File: src/rtl/nes_pad_reader.sv
// nes_pad_reader: polls an NES pad over latch/clk/data and presents registered active-high button levels.
// Ports: clk, rst_n (async active-low); pad_data in (active-low serial); pad_latch, pad_clk out;
//   A, B, select, start, up, down, left, right out (1 = pressed); buttons_valid out (1-cycle commit pulse).
// Define PAD_SOCD_EN to cancel opposing directions (up+down, left+right) at commit.
module nes_pad_reader #(
  parameter int CLK_DIV    = 4,
  parameter int POLL_TICKS = 1024
) (
  input  logic clk,
  input  logic rst_n,
  input  logic pad_data,
  output logic pad_latch,
  output logic pad_clk,
  output logic A,
  output logic B,
  output logic select,
  output logic start,
  output logic up,
  output logic down,
  output logic left,
  output logic right,
  output logic buttons_valid
);
  localparam int DW = $clog2(CLK_DIV);
  localparam int PW = $clog2(POLL_TICKS + 1);
  typedef enum logic [2:0] {S_WAIT, S_LATCH, S_SHIFT_LO, S_SHIFT_HI, S_COMMIT} state_t;
  state_t        state;
  logic [1:0]    sync;
  logic [DW-1:0] div_cnt;
  logic [PW-1:0] poll_cnt;
  logic [2:0]    bit_idx;
  logic          latch_tick;
  logic [7:0]    shift;
  logic [7:0]    pressed;
  logic [7:0]    btn_next;
  logic          tick;
  logic          pad_s;
  assign pad_s   = sync[1];
  assign tick    = div_cnt == DW'(CLK_DIV - 1);
  assign pressed = ~{pad_s, shift[6:0]};
`ifdef PAD_SOCD_EN
  assign btn_next = pressed & ~{{2{pressed[7] & pressed[6]}}, {2{pressed[5] & pressed[4]}}, 4'b0};
`else
  assign btn_next = pressed;
`endif
  always_ff @(posedge clk or negedge rst_n) begin
    if (!rst_n) begin
      state         <= S_WAIT;
      sync          <= 2'b11;
      div_cnt       <= '0;
      poll_cnt      <= '0;
      bit_idx       <= '0;
      latch_tick    <= 1'b0;
      shift         <= '1;
      pad_latch     <= 1'b0;
      pad_clk       <= 1'b0;
      buttons_valid <= 1'b0;
      {right, left, down, up, start, select, B, A} <= '0;
    end else begin
      sync          <= {sync[0], pad_data};
      buttons_valid <= 1'b0;
      // COMMIT adds one cycle; freezing the divider keeps the poll period fixed.
      if (state != S_COMMIT) div_cnt <= tick ? '0 : div_cnt + 1'b1;
      case (state)
        S_WAIT: if (tick) begin
          poll_cnt <= (poll_cnt == PW'(POLL_TICKS - 1)) ? '0 : poll_cnt + 1'b1;
          if (poll_cnt == PW'(POLL_TICKS - 1)) begin
            state     <= S_LATCH;
            pad_latch <= 1'b1;
          end
        end
        S_LATCH: if (tick) begin
          latch_tick <= ~latch_tick;
          if (latch_tick) begin
            state     <= S_SHIFT_LO;
            pad_latch <= 1'b0;
            bit_idx   <= '0;
          end
        end
        S_SHIFT_LO: if (tick) begin
          shift[bit_idx] <= pad_s;
          if (bit_idx == 3'd7) begin
            state         <= S_COMMIT;
            buttons_valid <= 1'b1;
            {right, left, down, up, start, select, B, A} <= btn_next;
          end else begin
            state   <= S_SHIFT_HI;
            pad_clk <= 1'b1;
          end
        end
        S_SHIFT_HI: if (tick) begin
          state   <= S_SHIFT_LO;
          pad_clk <= 1'b0;
          bit_idx <= bit_idx + 1'b1;
        end
        default: state <= S_WAIT;
      endcase
    end
  end
endmodule

File: config.mk
export PLATFORM = sky130hd
export DESIGN_NAME = nes_pad_reader
export DESIGN_NICKNAME = d
export VERILOG_FILES = /design/src/rtl/nes_pad_reader.sv
export SDC_FILE = /design/constraint.sdc
export NUM_CORES = 1
export LEC_CHECK = 0
export ABC_AREA = 0
export CORE_ASPECT_RATIO = 1.25
export CORE_MARGIN = 4
export CORE_UTILIZATION = 34
export DETAILED_ROUTE_END_ITERATION = 10
export HOLD_SLACK_MARGIN = 0.12
export PLACE_DENSITY = 0.55
export SLEW_MARGIN = 20
export SYNTH_ARGS = -nofsm -noshare
export SYNTH_HDL_FRONTEND = slang
export SYNTH_SLANG_ARGS = --single-unit
File: constraint.sdc
create_clock -name clk -period 2.65 [get_ports clk]
set_input_delay 0.3975 -clock clk [delete_from_list [all_inputs] [get_ports clk]]
set_output_delay 0.3975 -clock clk [all_outputs]
set_load 0.03 [all_outputs]
# Yosys cells after proc, flatten, opt, wreduce, memory -nomap -nowiden
# Cells that the tools add are included.
[totals] reg_bits=41 input_bits=3 word_cells=81
[classes] n_addsub=3 n_lt_le_gt_ge=2 n_eq_ne=14 mux=29 bitwise_logic=2 n_reduce_logical=13
[op_table] cell="$mux W3" n=10
[op_table] cell="$ne A2 B2 Y1 const B" n=7
[op_table] cell="$pmux W3 S4" n=1
[op_table] cell="$add A11 B1 Y11 const B" n=1
[op_table] cell="$eq A11 B10 Y1 const B" n=1
[op_table] cell="$mux W1" n=11
[op_table] cell="$mux W11" n=1
[op_table] cell="$bwmux W8" n=1
[op_table] cell="$not A8 Y8" n=1
[op_table] cell="$reduce_and A4 Y1" n=2
[op_table] cell="$eq A3 B2 Y1 const B" n=2
[op_table] cell="$pmux W3 S2" n=1
[op_table] cell="$reduce_and A2 Y1" n=3
[op_table] cell="$reduce_and A6 Y1" n=1
[op_table] cell="$reduce_bool A2 Y1" n=3
[op_table] cell="$reduce_and A5 Y1" n=1
[op_table] cell="$lt A3 B4 Y1 const B" n=1
[op_table] cell="$pmux W1 S2" n=2
[op_table] cell="$add A3 B1 Y3 const B" n=1
[op_table] cell="$demux W1 S3" n=1
[op_table] cell="$eq A3 B1 Y1 const B" n=1
[op_table] cell="$eq A3 B3 Y1 const B" n=1
[op_table] cell="$ge A3 B1 Y1 const B" n=1
[op_table] cell="$logic_not A3 Y1" n=1
[op_table] cell="7 further kinds" n=7

# Logic depth before layout (Yosys ltp)
# Gate-level depths: netlist of the first run.
[logic_depth] word_depth=5 ltp_mapped=5

# Least setup slack after synthesis of the first run
# OpenSTA, ideal clock, no wires.
[synth_path] path_type="reg2reg" start="register state[0]" end="register poll_cnt[9]" t_arrival_ps=1455 required_ps=2518 slack_ps=1063 stages_incl_launch_ff=6 cell_sequence="dfrtp_1 buf_6 or4b_4 buf_6 nor4_2 a31oi_1"
[synth_between] elab_chain_cells=2
[synth_rtl] element="start: declaration" line_no="27" rtl="state_t state;"
[synth_rtl] element="start signal: assignment" line_no="48" rtl="state <= S_WAIT;"
[synth_rtl] element="start signal: assignment" line_no="68" rtl="state <= S_LATCH;"
[synth_rtl] element="start signal: assignment" line_no="75" rtl="state <= S_SHIFT_LO;"
[synth_rtl] element="$logic_not A3 Y1" line_no="64" rtl="case (state)"
[synth_rtl] element="$reduce_and A2 Y1 (no line)"
[synth_rtl] element="end signal: assignment" line_no="66" rtl="poll_cnt <= (poll_cnt == PW'(POLL_TICKS - 1)) ? '0 : poll_cnt + 1'b1;"
[synth_rtl] element="end: declaration" line_no="30" rtl="logic [PW-1:0] poll_cnt;"
# No other way between the ends.
# A chain may end at the register's enable or synchronous reset.

# Worst setup path after layout of the first run
[layout_path] start="register div_cnt[0]" end="register shift[6]"
[layout_between] elab_chain_cells=2
[layout_rtl] element="start: declaration" line_no="29" rtl="logic [DW-1:0] div_cnt;"
[layout_rtl] element="start signal: assignment" line_no="63" rtl="if (state != S_COMMIT) div_cnt <= tick ? '0 : div_cnt + 1'b1;"
[layout_rtl] element="$eq A2 B2 Y1" line_no="39" rtl="assign tick = div_cnt == DW'(CLK_DIV - 1);"
[layout_rtl] element="$reduce_and A2 Y1 (no line)"
[layout_rtl] element="end signal: indexed assignment" line_no="81" rtl="shift[bit_idx] <= pad_s;"
[layout_rtl] element="end: declaration" line_no="33" rtl="logic [7:0] shift;"
# No other way between the ends.

==> results of run 1 <==
==> path summary, 6_finish.rpt <==
kind                                             start                       to  slack (ps)  depth (start not counted)
worst max-delay path            div_cnt[0]$_DFFE_PN0P_     shift[6]$_DFFE_PN1P_         580                          4
worst min-delay path                             rst_n  poll_cnt[8]$_DFFE_PN0P_         210                          1
worst max register to register  div_cnt[0]$_DFFE_PN0P_     shift[6]$_DFFE_PN1P_         580                          4
worst min register to register       sync[0]$_DFF_PN1_        sync[1]$_DFF_PN1_         360                          0
max in group asynchronous                        rst_n        right$_DFFE_PN0P_        1870                          1
min in group clk                     sync[0]$_DFF_PN1_        sync[1]$_DFF_PN1_         360                          0
==> per-stage QoR <==
step,area [um^2],hold WS [ps]
6_report,2150,214
5_1_grt,2150,290
4_1_cts,2150,250
3_5_place_dp,2020,348
3_3_place_gp,2020,347
2_1_floorplan,1860,102
==> placed cells by master (no fill, tap or decap), types with 3 or more instances in the layout <==
master and count:
a31oi_1 5, ha_1 4, nand4_1 4, mux2_2 10, dfstp_2 9, clkdlybuf4s50_1 12
clkbuf_8 7, nor2_1 3, o21ai_0 22, nor4_1 3, dfrtp_1 31, a41oi_1 5
inv_1 8, xor2_1 3, nand2_1 14
==> synthesized netlist by cell type, drive strengths merged (2+ instances only) <==
cell type / number / share of area (%)
a31oi: 5 / 1.7
dfrtp: 31 / 42
o21ai: 22 / 5.9
xnor2: 2 / 0.94
clkbuf: 3 / 0.61
a21oi: 2 / 0.54
nand2: 14 / 2.8
dfstp: 9 / 13
a41oi: 5 / 2.4
mux2: 10 / 6.1
and4: 2 / 0.94
nand3: 2 / 0.54
nor3: 4 / 2.0
inv: 8 / 1.6
nand4: 4 / 1.3
and4bb: 2 / 1.3
buf: 3 / 1.5
xor2: 3 / 1.4
ha: 4 / 2.7
nor2: 5 / 1.5
mux2i: 2 / 1.1
nor4: 4 / 1.7
==> report_power, final <==
part	total [mW]	switching (mW)	internal, mW	leakage [nW]
clock	0.542	0.210	0.332	0.0645
combinational	0.0134	0.0115	0.00189	0.363
sequential	0.615	0.00163	0.613	0.512
total	1.17	0.223	0.948	0.940
==> routing by layer <==
metal	up-vias	global-route usage [%]	wire length [um]
li1	618	-	-
met1	609	15.8	1650
met2	14	18.3	1710
met3	4	3.01	117
met4	0	4.08	44
met5	-	0	0
==> layout make-up <==
| cell class | count | area, um^2 | share of cell area (%) |
|---|---|---|---|
| clock buffer | 7 | 96.3 | 4.48 |
| multi-input combinational | 106 | 777 | 36.2 |
| timing repair buffer | 13 | 125 | 5.82 |
| inverter | 8 | 30.0 | 1.40 |
| tap | 62 | 77.6 | 3.61 |
| sequential | 40 | 1010 | 47.1 |
| clock inverter | 1 | 30.0 | 1.40 |
==> state kept, by name, indices dropped and copies added (netlist names) <==
name	flops
buttons_valid	1
left	1
shift	7
select	1
right	1
A	1
sync	2
down	1
B	1
bit_idx	3
start	1
up	1
pad_clk	1
state	3
latch_tick	1
div_cnt	2
poll_cnt	11
pad_latch	1
==> worst max-delay path, cell delays in order, from the launching register on <==
cell and delay [ps]:
dfrtp_1 370, ha_1 380, nand4bb_1 420, or4_1 540, mux2_2 290
==> cell families (layout without fill, tap and decap cells) <==
group                      after synthesis  in the layout  synth area share (%)
DFF                                     40             40                  54.5
xor gates and xnor gates                 5              5                  2.36
muxes                                   12             12                  7.14
AOI/OAI and AO/OA                       39             39                  12.9
adders and majority gates                4              4                  2.69
and+or+nand+nor                         46             46                  16.8
buffers and inverters                   14             29                  3.70
==> metrics.md, run 1 <==
| Metric | Value |
|---|---|
| Status | `finished clean` |
| Syn avg cell area | `11.6 um^2` |
| Post-synth EDFFs | `0` |
| Clock root cell | `clkbuf_8` |
| Crit start category | `flop` |
| Max-slew violation count | `0` |
| DRT Pass-1 Iters | `4` |
| Post-CTS sizing | `0` |
| Clock Skews | `9.57 ps` |
| Ports | `14` |
| Worst slack at placement | `584 ps` |
| Unrepaired setup endpoints after global routing | `false` |
| Final min period | `2070 ps` |
| Global-route usage over all layers | `11.8%` |
| Gate Count Post-Synth | `160` |
| Final period util | `78.1%` |
| Dpl hpwl | `2430 um` |
| Postcts setup bufs | `0` |
| Htree depth | `2` |
| # rows | `29` |
| Most used DFF post-synth | `dfrtp_1` |
| Nets | `181` |
| Worst VDD drop | `0.341 mV` |
| IO buf count | `13` |
| Global-route wire length before repair | `6220 um` |
| Setup TNS | `0 ps` |
| #FFs+latches synth | `40` |
| Chip width | `74.1 um` |
| Antenna cells | `0` |
| Die Height | `90.7 um` |
| Clk pin slew, worst setup/hold paths | `80 ps` |
| Area delta synth->final | `15.6%` |
| Final worst slack | `580 ps` |
| Post-route insts no fill | `237` |
| TritonCTS Buffers | `5` |
| Vias | `1,245` |
| Power Dens Cells | `545 nW/um^2` |
| Sink Count | `40` |
| Slew @ Worst Pin | `881 ps` |
| Vias in the first global route | `1,323` |
| Layout cell share with drive strength beyond 1 | `21.1%` |
| Cell variety after synth | `42` |
| Core area | `5190 um^2` |
| Initial antenna violation count | `0` |
| Max Freq | `483 MHz` |
| Pleak | `0.940 nW` |
| Clock buffer depth | `2` |
| Crit Path Max Fanout | `13` |
| Routability cong. | `0.792` |
| Final Total Pwr | `1.17 mW` |
| Routed wire per std cell | `14.8 um` |
| Worst Path Arrival | `2290 ps` |
| DRC | `0` |
| WL final | `3520 um` |
| Synthesized cell area | `1860 um^2` |
| DRT iter0 DRCs | `57` |
| Synth warnings | `0` |
| Seq/Total Area, Yosys | `54.5%` |
| MaxCap Viol Count | `0` |
| Hold WC Path Type | `input pin to asynchronous set/reset pin` |
| ANT nets after route | `0` |
| Fin. Hold Viols | `0` |
| Max-slew headroom | `41.3%` |
| Largest net degree at the start of global routing | `41` |
| Placed cell count | `229` |
| Critical path endpoint category | `flop` |
| Grt ovf | `0` |
| FFs w/ async S/R, synth | `100%` |
| Initial Utilization | `35.8%` |
| WS Path Type | `flop to flop` |
| CTS tree | `yes` |
| Worst-Skew Late Latency | `290 ps` |
| Hold_buf cts | `0` |
| Mapped Nets | `167` |
| Final setup vio count | `0` |
| Filler cells | `506` |
| Final Util | `41.4%` |
| Full die area | `6720 um^2` |
| Detail-routed via count per cell | `5.25` |
| Worst EP required | `2860 ps` |
Power figures use the tool's default switching activity.
==> run 2, diff against run 1 <==
clock period = 2.1 ns   (was 2.65 ns; I/O delays follow)
==> run 2 against run 1 <==
  * Sequential share of layout area decreased by 0.62 points
  * Critical path depth unchanged
  * Highest routed layer unchanged
  * Non-clock buffer count increased by 6
  * Critical endpoint is now poll_cnt[9]$_DFFE_PN0P_
  * Clock skew is 6.0 ps lower
  * Design area up 1.3%
==> metrics.md, run 2 (same netlist as run 1, synthesis figures left out) <==
| Metric | Value |
|---|---|
| Clk pin slew, worst setup/hold paths | `70 ps (about the same)` |
| Status | `finished clean` |
| Final period util | `80.2% (+2.1 points)` |
| Final min period | `1680 ps (-386 ps)` |
| Antenna cells | `0 (unchanged)` |
| Unrepaired setup endpoints after global routing | `false` |
| Worst EP required | `2260 ps (-600 ps)` |
| Layout cell share with drive strength beyond 1 | `22.7% (+1.5 points)` |
| R2R Setup Slk | `420 ps (-160 ps)` |
| Pleak | `0.960 nW (+2.2%)` |
| MaxCap Viol Count | `0 (unchanged)` |
| TritonCTS Buffers | `5 (unchanged)` |
| Routability cong. | `0.828 (+4.5%)` |
| Max-slew headroom | `67.0% (+26 points)` |
| WL final | `3590 um (+2.0%)` |
| Largest reg by FF count | `poll_cnt` |
| Chip width | `74.1 um (unchanged)` |
| Htree depth | `2 (unchanged)` |
| Critical path endpoint category | `flop` |
| ANT nets after route | `0 (unchanged)` |
| Largest net degree at the start of global routing | `25 (-39%)` |
| Final setup vio count | `0 (unchanged)` |
| # rows | `29 (unchanged)` |
| Slew @ Worst Pin | `488 ps (-393 ps)` |
| Reg2reg start | `div_cnt[0]$_DFFE_PN0P_` |
| Clock buffer depth | `2 (unchanged)` |
| Worst VDD drop | `0.359 mV (+5.3%)` |
| Ports | `14 (unchanged)` |
| Power Dens Cells | `644 nW/um^2 (+18%)` |
| Commonest non-fill, non-tap cells in the layout | `dfrtp_1, o21ai_0, nand2_1` |
| Commonest non-fill, non-tap cell in the layout | `dfrtp_1` |
| DRT Pass-1 Iters | `4 (unchanged)` |
| Final non-filler cell area | `2180 um^2 (+1.3%)` |
| R2R depth | `4 (unchanged)` |
| Largest regs | `poll_cnt (11), shift (7)` |
| Area delta synth->final | `17.2%` |
| Placed cell count | `234 (+2.2%)` |
| Global-route wire length before repair | `6180 um (-0.66%)` |
| Postcts setup bufs | `0 (unchanged)` |
| Setup TNS | `0 ps (unchanged)` |
| Hold_buf cts | `1 (+1)` |
| Vias in the first global route | `1,293 (-2.3%)` |
| Crit Path Max Fanout | `7 (-6)` |
| Die Height | `90.7 um (unchanged)` |
| Global-route usage over all layers | `11.8% (-0.021 points)` |
| Full die area | `6720 um^2 (unchanged)` |
| End of the worst register-to-register path | `poll_cnt[9]$_DFFE_PN0P_` |
| Worst Path Arrival | `1850 ps (-440 ps)` |
| Crit start category | `flop` |
| Dpl hpwl | `2610 um (+7.2%)` |
| Hold WC Path Type | `flop to flop` |
| Initial antenna violation count | `0 (unchanged)` |
| Vias | `1,317 (+5.8%)` |
| CTS tree | `yes` |
| Grt ovf | `0 (unchanged)` |
| Max Freq | `594 MHz (+23%)` |
| Worst setup path start | `div_cnt[0]$_DFFE_PN0P_` |
| Nets | `187 (+3.3%)` |
| DRC | `0 (unchanged)` |
| Post-route insts no fill | `243 (+2.5%)` |
| Clock Skews | `3.54 ps (-6.03 ps)` |
| Detail-routed via count per cell | `5.42 (+3.2%)` |
| Fin. Hold Viols | `0 (unchanged)` |
| WHS Path Cells | `0` |
| Worst-Skew Late Latency | `280 ps (about the same)` |
| Placed Instance Area | `2060 um^2 (+1.9%)` |
| Final Util | `42.0% (+0.55 points)` |
| Clock root cell | `clkbuf_8` |
| Max-slew violation count | `0 (unchanged)` |
| Core area | `5190 um^2 (unchanged)` |
| Initial Utilization | `35.8% (unchanged)` |
| Sink Count | `40 (unchanged)` |
| Routed wire per std cell | `14.8 um (-0.47%)` |
| Hold Path End | `sync[1]$_DFF_PN1_` |
| Post-CTS sizing | `0 (unchanged)` |
| IO buf count | `13 (unchanged)` |
| Final Total Pwr | `1.40 mW (+20%)` |
| WS Path Type | `flop to flop` |
| DRT iter0 DRCs | `109 (+91%)` |
| Hold path start | `sync[0]$_DFF_PN1_` |
| Max reg flops | `11 (unchanged)` |
[run 2: worst max-delay path: stages (launching register included)]
cell and delay, ps:
dfrtp_1 370, ha_1 260, or4b_4 580, nor4_2 230
a31oi_1 110
[run 2: where the power goes]
group,internal (mW),total [mW],switching [mW]
Clock,0.353,0.606,0.254
Combinational,0.00479,0.0198,0.0150
Sequential,0.774,0.776,0.00213
[run 2: final cells by class]
type                            count  area [um^2]
Tap cell                           62         77.6
Fill cell                         505         3010
Timing Repair Buffer               19          173
Clock buffer                        6         72.6
Multi-Input combinational cell    106          777
Sequential cell                    40         1010
Inverter                            8         30.0
Clock inverter                      2         35.0
[run 2: worst max-delay path by stage]
stage / end / depth (start not counted)
final: poll_cnt[9]$_DFFE_PN0P_ / 4
after global routing: poll_cnt[9]$_DFFE_PN0P_ / 4
after CTS: poll_cnt[9]$_DFFE_PN0P_ / 4
after global placement: poll_cnt[9]$_DFFE_PN0P_ / 4
after detailed placement: poll_cnt[9]$_DFFE_PN0P_ / 4
after floorplan: poll_cnt[9]$_DFFE_PN0P_ / 5
[run 2: metrics by stage]
step	setup WS (ps)	hold WS, ps
after floorplan	513	19.4
after global placement	481	257
after detailed placement	419	264
after CTS	415	362
after global routing	272	367
final	416	360
[run 2: layer usage]
layer	track usage (%)	routed length (um)
met1	15.7	1680
met2	18.0	1740
met3	3.01	102
met4	4.53	60
met5	0	0
